File: src/rtl/ahb_dma_master.sv
`default_nettype none
// ============================================================================
//  Module   : ahb_dma_master
//  Purpose  : Single-channel AHB-lite DMA master. Copies a block of 32-bit
//             words from a source to a destination address using strictly
//             non-pipelined single NONSEQ transfers (one read, then one write
//             per word). Completion is flagged with a one-cycle done pulse.
//  Ports    : HCLK, HRESET     - bus clock, asynchronous active-high reset
//             start, src_addr, dst_addr, word_count
//                              - job request, sampled only while idle
//             busy, done, error
//                              - job status (error is sticky until next start)
//             HADDR, HTRANS, HWRITE, HSIZE, HWDATA
//                              - AHB-lite master request outputs
//             HRDATA, HREADY, HRESP
//                              - AHB-lite fabric responses
//  Revision : 1.0 - initial release
// ============================================================================
module ahb_dma_master #(
    parameter int CNT_W = 16
) (
    input  logic             HCLK,
    input  logic             HRESET,
    input  logic             start,
    input  logic [31:0]      src_addr,
    input  logic [31:0]      dst_addr,
    input  logic [CNT_W-1:0] word_count,
    output logic             busy,
    output logic             done,
    output logic             error,
    output logic [31:0]      HADDR,
    output logic [1:0]       HTRANS,
    output logic             HWRITE,
    output logic [2:0]       HSIZE,
    output logic [31:0]      HWDATA,
    input  logic [31:0]      HRDATA,
    input  logic             HREADY,
    input  logic             HRESP
);

    localparam logic [2:0] c_ST_IDLE = 3'd0;
    localparam logic [2:0] c_ST_RA   = 3'd1;   // read address phase
    localparam logic [2:0] c_ST_RD   = 3'd2;   // read data phase
    localparam logic [2:0] c_ST_WA   = 3'd3;   // write address phase
    localparam logic [2:0] c_ST_WD   = 3'd4;   // write data phase
    localparam logic [2:0] c_ST_DONE = 3'd5;

    localparam logic [1:0] c_HTRANS_IDLE   = 2'b00;
    localparam logic [1:0] c_HTRANS_NONSEQ = 2'b10;
    localparam logic [2:0] c_HSIZE_WORD    = 3'b010;

    localparam logic [CNT_W-1:0] c_CNT_ONE = {{(CNT_W-1){1'b0}}, 1'b1};

    logic [2:0]       r_state;
    logic [2:0]       w_state_nxt;
    logic [31:0]      r_src;
    logic [31:0]      r_dst;
    logic [CNT_W-1:0] r_remain;
    logic [31:0]      r_buf;
    logic             r_error;

    // ------------------------------------------------------------------
    // State register
    // ------------------------------------------------------------------
    always_ff @(posedge HCLK or posedge HRESET) begin
        if (HRESET) begin
            r_state <= c_ST_IDLE;
        end else begin
            r_state <= w_state_nxt;
        end
    end

    // ------------------------------------------------------------------
    // Next-state logic. An ERROR response terminates the job in whichever
    // data-phase cycle it appears, so HRESP is tested ahead of HREADY.
    // ------------------------------------------------------------------
    always_comb begin
        w_state_nxt = r_state;
        case (r_state)
            c_ST_IDLE: begin
                if (start) begin
                    w_state_nxt = (word_count == '0) ? c_ST_DONE : c_ST_RA;
                end
            end
            c_ST_RA: begin
                if (HREADY) begin
                    w_state_nxt = c_ST_RD;
                end
            end
            c_ST_RD: begin
                if (HRESP) begin
                    w_state_nxt = c_ST_DONE;
                end else if (HREADY) begin
                    w_state_nxt = c_ST_WA;
                end
            end
            c_ST_WA: begin
                if (HREADY) begin
                    w_state_nxt = c_ST_WD;
                end
            end
            c_ST_WD: begin
                if (HRESP) begin
                    w_state_nxt = c_ST_DONE;
                end else if (HREADY) begin
                    w_state_nxt = (r_remain == c_CNT_ONE) ? c_ST_DONE : c_ST_RA;
                end
            end
            c_ST_DONE: begin
                w_state_nxt = c_ST_IDLE;
            end
            default: begin
                w_state_nxt = c_ST_IDLE;
            end
        endcase
    end

    // ------------------------------------------------------------------
    // Outputs decode purely from registered state; nothing from the
    // fabric response reaches an output combinationally.
    // ------------------------------------------------------------------
    always_comb begin
        HTRANS = c_HTRANS_IDLE;
        HWRITE = 1'b0;
        HADDR  = 32'h0;
        busy   = (r_state != c_ST_IDLE);
        done   = (r_state == c_ST_DONE);
        case (r_state)
            c_ST_RA: begin
                HTRANS = c_HTRANS_NONSEQ;
                HADDR  = r_src;
            end
            c_ST_RD: begin
                HADDR  = r_src;
            end
            c_ST_WA: begin
                HTRANS = c_HTRANS_NONSEQ;
                HWRITE = 1'b1;
                HADDR  = r_dst;
            end
            c_ST_WD: begin
                HADDR  = r_dst;
            end
            default: begin
            end
        endcase
    end

    assign HSIZE  = c_HSIZE_WORD;
    assign HWDATA = r_buf;
    assign error  = r_error;

    // ------------------------------------------------------------------
    // Job datapath: address pointers, remaining count, data buffer, error
    // ------------------------------------------------------------------
    always_ff @(posedge HCLK or posedge HRESET) begin
        if (HRESET) begin
            r_src    <= 32'h0;
            r_dst    <= 32'h0;
            r_remain <= '0;
            r_buf    <= 32'h0;
            r_error  <= 1'b0;
        end else begin
            case (r_state)
                c_ST_IDLE: begin
                    if (start) begin
                        r_error <= 1'b0;
                        if (word_count != '0) begin
                            // Byte offset is dropped: all accesses are word aligned.
                            r_src    <= src_addr & 32'hFFFF_FFFC;
                            r_dst    <= dst_addr & 32'hFFFF_FFFC;
                            r_remain <= word_count;
                        end
                    end
                end
                c_ST_RD: begin
                    if (HRESP) begin
                        r_error <= 1'b1;
                    end else if (HREADY) begin
                        r_buf <= HRDATA;
                    end
                end
                c_ST_WD: begin
                    if (HRESP) begin
                        r_error <= 1'b1;
                    end else if (HREADY) begin
                        // 32-bit wrap-around is intentional.
                        r_src    <= r_src + 32'd4;
                        r_dst    <= r_dst + 32'd4;
                        r_remain <= r_remain - c_CNT_ONE;
                    end
                end
                default: begin
                end
            endcase
        end
    end

endmodule
`default_nettype wire
File: config.mk
export PLATFORM = sky130hd
export DESIGN_NAME = ahb_dma_master
export DESIGN_NICKNAME = d
export VERILOG_FILES = /design/src/rtl/ahb_dma_master.sv
export SDC_FILE = /design/constraint.sdc
export NUM_CORES = 1
export LEC_CHECK = 0
export CORE_AREA = 5 5 128 130
export DETAILED_ROUTE_END_ITERATION = 10
export DIE_AREA = 0 0 133 135
export GPL_TIMING_DRIVEN = 1
export PLACE_DENSITY = 0.83
export SETUP_SLACK_MARGIN = 0.4
export SLEW_MARGIN = 30
export SYNTH_ARGS = -nofsm -noshare
export SYNTH_HDL_FRONTEND = slang
export SYNTH_SLANG_ARGS = --single-unit
File: constraint.sdc
create_clock -name HCLK -period 5.35 [get_ports HCLK]
set_input_delay 1.605 -clock HCLK [delete_from_list [all_inputs] [get_ports HCLK]]
set_output_delay 1.605 -clock HCLK [all_outputs]
set_load 0.01 [all_outputs]
# Word-level counts from Yosys, hierarchy flattened
# Cells that the tools add are included.
[word_totals]
word_cells = 70
output_inout_bits = 73
input_bits = 117
ff_bits = 116
[op_classes]
bitwise_logic = 1
reduce_logical = 14
n_addsub = 3
n_eq_ne = 15
mux = 31
[op_table]
columns = ["op", "n"]
rows = [
  ["two-way mux 32 bit", 8],
  ["case mux 32 bit (2 select lines)", 3],
  ["adder 32 x 3 -> 32 bit (second input constant)", 2],
  ["two-way mux 16 bit", 4],
  ["case mux 16 bit (2 select lines)", 1],
  ["two-way mux 3 bit", 9],
  ["== test 16 x 1 -> 1 bit (second input constant)", 1],
  ["logical NOT 16 bit", 1],
  ["nonzero test 16 bit", 1],
  ["subtractor 16 x 1 -> 16 bit (second input constant)", 1],
  ["case mux 3 bit (5 select lines)", 1],
  ["!= test 2 bit (second input constant)", 6],
  ["AND reduction 5 bit", 2],
  ["OR reduction 2 bit", 4],
  ["== test 3 x 2 -> 1 bit (second input constant)", 2],
  ["== test 3 bit (second input constant)", 2],
  ["!= test 3 bit (second input constant)", 2],
  ["AND reduction 3 bit", 2],
  ["nonzero test 2 bit", 2],
  ["== test 3 x 1 -> 1 bit (second input constant)", 1],
  ["logical NOT 3 bit", 1],
  ["two-way mux 1 bit", 3],
  ["nonzero test 3 bit", 1],
  ["two-way mux 2 bit", 1],
  ["3 further kinds", 3],
]

# Longest topological paths before layout
[depth]
depth_word = 5
depth_mapped = 8
mapped_depth_nobuf = 7

# Least setup slack after synthesis
# No wires, ideal clock.
[synth_path]
kind = "input-to-reg"
from = "input word_count[2]"
to = "register r_src[29]"
path_slack_ps = 2105
t_arrival_ps = 3117
n_path_buf = 1
required_ps = 5221
path_stages = 5
setup_ps = 129
path_cell_list = "or4_4 -> o41a_1 -> buf_6 -> and3_1 -> a2111o_1"
[synth_via]
elab_chain_len = 3
[synth_lines]
columns = ["element", "line_no", "source"]
rows = [
  ["from (decl)", "27", "input logic [CNT_W-1:0] word_count,"],
  ["nonzero test 16 bit", "168", "if (word_count != '0) begin"],
  ["!= test 2 bit (no line)", "n/a", ""],
  ["AND reduction 5 bit (no line)", "n/a", ""],
  ["to (signal assigned)", "170", "r_src <= src_addr & 32'hFFFF_FFFC;"],
  ["to (signal assigned)", "188", "r_src <= r_src + 32'd4;"],
  ["to (decl)", "56", "logic [31:0] r_src;"],
]
# Every way passes these cells.
# A chain may end at the register's enable or synchronous reset.

# Worst setup path in the final report
[layout_path]
from = "register r_state[1]"
to = "output HADDR[8]"
[layout_via]
elab_chain_len = 3
word_cells_on_any_way = 7
classes_between = "eq/ne (4); mux (1); reduce/logical (2)"
[layout_lines]
columns = ["element", "line_no", "source"]
rows = [
  ["from (decl)", "54", "logic [2:0] r_state;"],
  ["from (signal assigned)", "67", "r_state <= c_ST_IDLE;"],
  ["from (signal assigned)", "69", "r_state <= w_state_nxt;"],
  ["== test 3 x 2 -> 1 bit (tied with other cells)", "128", "case (r_state)"],
  ["OR reduction 2 bit (no line)", "n/a", ""],
  ["case mux 32 bit (2 select lines) (*)", "128", ""],
  ["to (decl)", "31", "output logic [31:0] HADDR,"],
]
# Mark *: on every way between the ends. The rest lies on a longest branch, timed or not.

==> results.sh <==
export IMPL_outcome="finished clean"
export IMPL_crit_fanout=30
export IMPL_die_y_um=135
export IMPL_grt_max_degree=107
export IMPL_drc=0
export IMPL_fmax_mhz=227.8
export IMPL_cts_sinks=112
export IMPL_synthCells=744
export IMPL_nets=1006
export IMPL_ys_top_cells_by_area="dfrtp_1 42%, a21oi_1 6.2%, mux2_2 5.4%"
export IMPL_hold_buffers=0
export IMPL_ctsHtreeMaxLevel=3
export IMPL_dpl_cell_area_um2=8548
export IMPL_clk_pin_slew_ps=70
export IMPL_dieArea_um2=17960
export IMPL_layout_min_cycle_time_ps=4390
export IMPL_hold_viol_final=0
export IMPL_crit_type="flip-flop to output pin"
export IMPL_stdcell_count=1078
export IMPL_fin_hold_ws_ps=506.1
export IMPL_yosysWarnings=0
export IMPL_p_leak_nw=3.462
export IMPL_pin_count=190
export IMPL_wl_um=20430
export IMPL_final_layout_size_suffix_gt1_frac=0.08764
export IMPL_io_buffers=179
export IMPL_slowest_stage="dfrtp_1"
export IMPL_grt_pass1_vias=6525
export IMPL_synth_cell_types=63
export IMPL_syn2layout_area_growth_pct=33.01
export IMPL_start_util=0.4438
export IMPL_ff2ff_setup_slack_ps=2640
export IMPL_setup_ws_ps=960.1
export IMPL_synth_most_common_cell="dfrtp_1"
export IMPL_hpwl_um=14460
export IMPL_synth_flop_cell="dfrtp_1"
export IMPL_clock_latency_ps=360
export IMPL_avgSynthCellArea_um2=8.967
export IMPL_rows=45
export IMPL_cp_slowest_stage_delay_ps=590
export IMPL_vdd_ir_drop_max_v=0.0003836
export IMPL_cts_resized=0
export IMPL_fill_cells=1284
export IMPL_fin_setup_tns_ps=0
export IMPL_cp_arrival_ps=2780
export IMPL_cp_end_kind="output pin"
export IMPL_cts_tree="yes"
export IMPL_synth_edf_count=0
export IMPL_cp_start_kind="flip-flop"
export IMPL_clock_path_buffers=2
export IMPL_ant_nets=0
export IMPL_required_ps=3740
export IMPL_rsz0062_at_grt="no"
export IMPL_coreArea_um2=15030
export IMPL_yosys_area_top_type="dfrtp_1"
export IMPL_root_buffer="clkbuf_16"
export IMPL_finalSetupViolCount=0
export IMPL_cts_setup_buffers=0
export IMPL_post_route_period_util=0.8205
export IMPL_wl_per_cell_um=18.95
export IMPL_ys_seq_elements=112
export IMPL_syn_area_um2=6671
export IMPL_first_pass_iters=5
export IMPL_slew_viol_final=0
export IMPL_insertedDiodeCount=0
export IMPL_synth_seq_area_share=0.4201
export IMPL_synthTopCellsByCount="112 x dfrtp_1, 82 x a21oi_1, 62 x nand2_1"
export IMPL_vias=6629
export IMPL_gr_total_overflow=0
export IMPL_hp_class="flip-flop to flip-flop"
export IMPL_routed_via_density=6.149
export IMPL_cts_buffers=9
export IMPL_tightest_slew_ps=899.6
export IMPL_synth_top_area_frac=0.4201
export IMPL_finalInstanceArea_um2=8874
export IMPL_place_gp_congestion=0.8482
export IMPL_crit_chain="nor2b_1, and2_1, or2_2, a22o_1, clkdlybuf4s50_1"
export IMPL_cellPowerDensity_nw_per_um2=585.3
export IMPL_place_ws_ps=1066
export IMPL_fin_skew_ps=4.957
export IMPL_finalPower_mw=5.194
export IMPL_fp_dieW_um=133
export IMPL_utilization=0.5903
export IMPL_antenna_found_initial=0
export IMPL_drt_iter0_markers=562
export IMPL_drv_cap=0
export IMPL_dpl_cell_count=1062
export IMPL_async_reset_ff_frac=1.000
export IMPL_slew_headroom=0.3982
export IMPL_grt_pass1_wl_um=32890
export IMPL_grt_use_total=0.2242
## flip-flops by register name (all words and copies together) (netlist names)
register	cells
HWDATA	32
r_dst	30
error	1
r_src	30
r_state	3
r_remain	16
## placed cells by master, fill, tap and decap left out, types with 5 or more instances in the layout
| cell | n |
|---|---|
| nand4_1 | 28 |
| conb_1 | 6 |
| nor2_1 | 40 |
| a31oi_1 | 7 |
| a22o_1 | 31 |
| clkdlybuf4s50_1 | 179 |
| a2bb2oi_1 | 18 |
| and4_1 | 5 |
| dfrtp_1 | 112 |
| o22ai_1 | 30 |
| o22a_1 | 7 |
| buf_4 | 9 |
| nand2_1 | 62 |
| o21ai_0 | 57 |
| a211oi_1 | 6 |
| nand3_1 | 28 |
| nor4_1 | 8 |
| inv_1 | 16 |
| clkbuf_16 | 9 |
| nor3_1 | 16 |
| mux2_2 | 32 |
| and3_1 | 9 |
| a21oi_1 | 82 |
## power breakdown
part,internal [mW],total (mW),switching (mW)
registers,1.26,1.77,0.509
clock network,0.414,0.740,0.326
logic,1.41,2.68,1.28
total,3.08,5.19,2.11
## path summary, 6_finish.rpt
check | from | endpoint | cells after the start
max | r_state[1] | HADDR[8] | 5
min | HWDATA[3] | HWDATA[3] | 1
max reg2reg | r_state[2] | r_src[23] | 6
min reg2reg | HWDATA[3] | HWDATA[3] | 1
max in group asynchronous | HRESET | r_remain[11] | 3
min in group asynchronous | HRESET | HWDATA[6] | 2
## cell families (layout without fill, tap and decap cells)
group | after synthesis | in the layout | share of synthesized area
simple gates | 225 | 225 | 0.1763
xor+xnor | 1 | 1 | 0.001313
other cells | 2 | 6 | 0.001126
compound gates | 282 | 282 | 0.2770
mux | 35 | 35 | 0.05852
fa+ha+maj | 4 | 4 | 0.007502
buf+inv | 83 | 225 | 0.05814
flops | 112 | 112 | 0.4201
## worst max-delay path, delay by kind of cell (launching register included)
family | cells | cell delay (ps)
and+or+nand+nor | 3 | 1010
DFF | 1 | 590
AOI/OAI and AO/OA | 1 | 270
buffers and inverters | 1 | 540
## routing by layer
metal  global-route usage  vias to the layer above  wire length [um]
met5                    0                        -                 0
met4              0.06813                        0               368
met3              0.08793                       29              2307
met2               0.3694                      354              9692
met1               0.2721                     3152              8064
li1                     -                     3094                 -
## layout make-up
cell class / instances / area (um2) / share of cell area
Clock buffer: 10 / 229.0 / 0.02580
Clock inverter: 6 / 92.59 / 0.01043
Inverter: 17 / 66.31 / 0.007473
Multi-Input combinational cell: 553 / 3517 / 0.3964
Sequential cell: 112 / 2803 / 0.3158
Tap cell: 188 / 235.2 / 0.02651
Timing Repair Buffer: 192 / 1931 / 0.2176
(Power assumes the default switching activity.)
